## src/rtl/wb_stage.sv

```systemverilog
// MEM/WB pipeline register plus the writeback commit into the general register file and HI/LO.
// Read ports bypass the in-flight writeback so ID sees a value one cycle before it is stored.
module wb_stage #(
    parameter int DATA_W = 32,
    parameter int ADDR_W = 5,
    parameter int NREGS  = 32
) (
    input  logic              clk,
    input  logic              rst,
    input  logic              stall_mem,
    input  logic              stall_wb,
    input  logic              flush,
    input  logic [ADDR_W-1:0] mem_wd,
    input  logic              mem_wreg,
    input  logic [DATA_W-1:0] mem_wdata,
    input  logic [DATA_W-1:0] mem_hi,
    input  logic [DATA_W-1:0] mem_lo,
    input  logic              mem_whilo,
    input  logic              re1,
    input  logic [ADDR_W-1:0] raddr1,
    output logic [DATA_W-1:0] rdata1,
    input  logic              re2,
    input  logic [ADDR_W-1:0] raddr2,
    output logic [DATA_W-1:0] rdata2,
    output logic [ADDR_W-1:0] wb_wd,
    output logic              wb_wreg,
    output logic [DATA_W-1:0] wb_wdata,
    output logic              wb_whilo,
    output logic [DATA_W-1:0] wb_hi,
    output logic [DATA_W-1:0] wb_lo,
    output logic [DATA_W-1:0] hi_o,
    output logic [DATA_W-1:0] lo_o
);

    logic [ADDR_W-1:0] wd_q, wd_d;
    logic              wreg_q, wreg_d;
    logic [DATA_W-1:0] wdata_q, wdata_d;
    logic              whilo_q, whilo_d;
    logic [DATA_W-1:0] hi_q, hi_d;
    logic [DATA_W-1:0] lo_q, lo_d;

    logic [DATA_W-1:0] regs_q [NREGS];
    logic [DATA_W-1:0] hi_store_q;
    logic [DATA_W-1:0] lo_store_q;

    // A MEM-only stall leaves nothing valid to pass on, so it injects a bubble just like a flush.
    always_comb begin
        wd_d    = wd_q;
        wreg_d  = wreg_q;
        wdata_d = wdata_q;
        whilo_d = whilo_q;
        hi_d    = hi_q;
        lo_d    = lo_q;
        if (flush || (stall_mem && !stall_wb)) begin
            wd_d    = '0;
            wreg_d  = 1'b0;
            wdata_d = '0;
            whilo_d = 1'b0;
            hi_d    = '0;
            lo_d    = '0;
        end else if (!stall_mem) begin
            wd_d    = mem_wd;
            wreg_d  = mem_wreg;
            wdata_d = mem_wdata;
            whilo_d = mem_whilo;
            hi_d    = mem_hi;
            lo_d    = mem_lo;
        end
    end

    always_ff @(posedge clk or negedge rst) begin
        if (!rst) begin
            wd_q    <= '0;
            wreg_q  <= 1'b0;
            wdata_q <= '0;
            whilo_q <= 1'b0;
            hi_q    <= '0;
            lo_q    <= '0;
        end else begin
            wd_q    <= wd_d;
            wreg_q  <= wreg_d;
            wdata_q <= wdata_d;
            whilo_q <= whilo_d;
            hi_q    <= hi_d;
            lo_q    <= lo_d;
        end
    end

    // A held bundle during a WB stall simply rewrites the same value each edge.
    always_ff @(posedge clk or negedge rst) begin
        if (!rst) begin
            for (int i = 0; i < NREGS; i++) begin
                regs_q[i] <= '0;
            end
            hi_store_q <= '0;
            lo_store_q <= '0;
        end else begin
            if (wreg_q && (wd_q != '0)) begin
                regs_q[wd_q] <= wdata_q;
            end
            if (whilo_q) begin
                hi_store_q <= hi_q;
                lo_store_q <= lo_q;
            end
        end
    end

    function automatic logic [DATA_W-1:0] readPort(input logic re, input logic [ADDR_W-1:0] addr);
        logic [DATA_W-1:0] val;
        val = '0;
        if (re && (addr != '0)) begin
            if (wreg_q && (wd_q == addr)) begin
                val = wdata_q;
            end else begin
                val = regs_q[addr];
            end
        end
        return val;
    endfunction

    always_comb begin
        rdata1 = readPort(re1, raddr1);
        rdata2 = readPort(re2, raddr2);
    end

    assign hi_o = whilo_q ? hi_q : hi_store_q;
    assign lo_o = whilo_q ? lo_q : lo_store_q;

    assign wb_wd    = wd_q;
    assign wb_wreg  = wreg_q;
    assign wb_wdata = wdata_q;
    assign wb_whilo = whilo_q;
    assign wb_hi    = hi_q;
    assign wb_lo    = lo_q;

endmodule
```

## config.mk

```make
export PLATFORM = sky130hd
export DESIGN_NAME = wb_stage
export DESIGN_NICKNAME = d
export VERILOG_FILES = /design/src/rtl/wb_stage.sv
export SDC_FILE = /design/constraint.sdc
export NUM_CORES = 2
export LEC_CHECK = 0
export BUFFER_PORTS_ARGS = -buffer_cell sky130_fd_sc_hd__buf_2
export CAP_MARGIN = 10
export CORE_UTILIZATION = 45
export DETAILED_ROUTE_END_ITERATION = 8
export MAX_ROUTING_LAYER = met4
export SLEW_MARGIN = 30
export SYNTH_ARGS = -nofsm -noshare
export SYNTH_HDL_FRONTEND = slang
export SYNTH_SLANG_ARGS = --single-unit
```

## constraint.sdc

```tcl
create_clock -name clk -period 4.6 [get_ports clk]
set_input_delay 0.69 -clock clk [delete_from_list [all_inputs] [get_ports clk]]
set_output_delay 0.69 -clock clk [all_outputs]
set_load 0.1 [all_outputs]
```

==> impl_metrics.toml <==
[clocking]
cts_tree = "built"
clock-sinks = 1191
cts_setup_buffers = 0
clk_pin_slew_worst_paths_ns = 0.06
root_buffer = "clkbuf_16"
clockBufferDepth = 3
clock_latency_ns = 0.78
htree_levels = 4
numCtsBuffers = 137

[route]
vias_per_cell = 6.77
ant_nets = 0
vias = 39800
drc_errors = 48
drt_iter0_drc = 4202
finalWirelength_um = 209000
first_pass_iters = 8
wl_per_cell_um = 35.6

[global_routing]
grtUsageMet3_pct = 9.03
grt_pass1_wl_um = 302000
grtUsageMet1_pct = 42.8
antenna_found_initial = 14
grt_overflow = 0
grt_pass1_vias = 40600
top_usage_layer = "met2"
grt_util_met2_pct = 46.9
track_usage_pct = 32.0
grt_max_degree = 130

[sta]
setup_tns_ns = 0
clock-skew-final_ns = 0.0304
worst_slew_pin_slew_ns = 1.04
finalMaxSlewViolations = 0
holdWs_ns = 0.131
final_hold_viol_count = 0
period_needed_ns = 4.43
max_clock_freq_mhz = 226
setup_viol = 0
fin_crit_sh_pct = 96.4
grt_setup_unrepaired = "false"
slew_headroom_pct = 30.5

[power]
power.leakage_nw = 33.0
vdd_drop_max_uv = 350
total_power_mw = 25.7
power_density_nw_per_um2 = 365

[placed_design]
gp_congestion = 0.844
dpl_cell_area_sq_um = 65600
place_hpwl_um = 122000
port_buffers = 350

[yosys]
yosys_warnings = 0
syn_avg_cell_area_sq_um = 16.0
syn_nets = 3919
synth_edf_count = 0
async_flop_share_pct = 100
yosys_register_bits = 1191
ys.flop_type = "dfrtp_1"
netlist_instances = 3799
ys_types = 41
ys_seq_area_share_pct = 49.1
syn-cell-area_sq_um = 60600

[finish]
fin_util_pct = 52.6
drive_gt1_share_pct = 54.8
area_growth_pct = 16.0
final_cell_area_sq_um = 70300
fin_nets = 4117

[setup_path]
startpoint_type = "flop"
arrival_ns = 3.74
cp-startpoint = "wb_wd[0]"
worst-path-max-fanout = 33
critPathKind = "flop to primary output"
crit_path_end_kind = "primary output"
critical_path_required_ns = 3.91
crit-reg2reg-launch = "wb_wreg"

[floorplanning]
die_area_sq_um = 136000
num_rows = 134
top_level_ports = 351
core-area_sq_um = 134000
dieWidth_um = 369
initial_utilization_pct = 45.4
fp.dieH_um = 369

[job]
drv_cap = 0

[run_status]
violations = "design-rule violations"
status = "complete, but fails checks"

[hold_path]
holdCritStartpoint = "mem_hi[6]"
hold_class = "primary input to flop"
## registers in the layout, indices dropped and copies added, names as in the netlist
name and count:
regs_q 1024, hi_store_q 32, lo_store_q 32, wb_hi 32, wb_lo 32, wb_wdata 32, wb_wd 5, wb_whilo 1
wb_wreg 1
## kinds of logic (layout without fill, tap and decap cells)
logic type	count (synthesis)	in the layout	share of synthesized area, %
xor+xnor	10	10	0.144
compound gates	424	424	5.86
other cells	0	10	0
simple gates	71	71	0.590
mux	1634	1634	41.0
buf+inv	469	766	3.23
flops	1191	1191	49.1
## critical path, stage by stage (launching register included)
cell and delay (ns):
dfrtp_1 0.84, xnor2_1 0.22, and2_2 0.20, buf_4 0.76, a211oi_1 0.22, a311oi_2 0.26, buf_4 0.26, buf_12 0.20
## metrics by stage
| step | instances | worst slack (ns) |
|---|---|---|
| 2_1_floorplan | 3799 | 0.372 |
| 3_3_place_gp | 5623 | 0.527 |
| 3_5_place_dp | 5623 | 0.544 |
| 4_1_cts | 5862 | 0.212 |
| 5_1_grt | 5872 | 0.182 |
| 6_report | 5874 | 0.166 |
## cell usage in the layout, fill, tap and decap left out, types with 3 or more instances in the layout
cell type     n
dfrtp_1    1186
mux2_2      865
mux4_2      576
buf_2       308
mux2_1      192
clkbuf_16   146
o22ai_1     126
buf_4       116
a22o_1      103
buf_12       93
a211o_1      63
o221ai_1     63
o2111a_1     63
clkbuf_8     29
clkbuf_1     27
nor2_4       18
clkinv_2     18
diode_2      10
nand2_4       9
bufinv_16     8
xnor2_1       6
nand2_2       6
nand2_8       6
buf_8         6
inv_6         5
dfrtp_2       5
nand2b_2      4
or2_2         4
xor2_1        4
nand3b_1      4
nand2_1       3
clkinv_8      3
## power breakdown
part           internal (mW)  leakage [nW]  switching [mW]
Clock                   6.69          2.27            4.56
Combinational           1.01          14.2            2.41
Sequential              10.8          16.5           0.233
## cell usage after synthesis (2+ instances only)
library cell	count	area [sq um]
buf_6	13	146
o41a_1	2	22.5
mux2_2	865	9740
mux2_1	192	2160
dfrtp_1	1191	29800
or2_1	2	12.5
nor2_1	19	71.3
a211o_1	63	552
buf_2	77	385
and2_1	2	12.5
xnor2_1	6	52.6
nand2_1	24	90.1
o221ai_1	63	552
clkbuf_1	308	1160
a22o_1	103	902
nand3b_1	4	30.0
o2111a_1	63	709
nand2b_1	4	25.0
buf_1	68	255
nor3b_1	4	30.0
o22ai_1	126	788
nand3_1	2	10.0
mux4_2	576	13000
xor2_1	4	35.0
or2_2	2	12.5
## final cells by class
type / count / area (sq um)
Antenna cell: 10 / 25.0
Clock buffer: 202 / 4150
Clock inverter: 36 / 438
Fill cell: 10800 / 63300
Inverter: 2 / 10.0
Multi-Input combinational cell: 2139 / 29300
Sequential cell: 1191 / 29800
Tap cell: 1768 / 2210
Timing Repair Buffer: 526 / 4430
## per-layer routing
metal / vias to the layer above / wire [um]
li1: 15500 / -
met5: - / 0
met2: 2030 / 96200
met3: 412 / 19800
met1: 21800 / 86200
met4: 0 / 6990
## what timing repair did
| action | CTS | global route |
|---|---|---|
| setup endpoints to repair | 2 | 0 |
| gates resized for setup | 1 | 0 |
| hold endpoints to repair | 1 | 0 |
| hold buffers | 1 | 0 |
## path summary, 6_finish.rpt
kind | to | slack [ns] | depth (start not counted)
max in group asynchronous | wb_wdata[2] | 2.72 | 4
worst max-delay path | rdata2[0] | 0.17 | 7
min in group asynchronous | regs_q[499] | 0.42 | 2
worst min register to register | regs_q[1006] | 0.39 | 0
worst min-delay path | wb_hi[6] | 0.13 | 2
worst max register to register | regs_q[763] | 1.37 | 3
(Power assumes the default switching activity.)
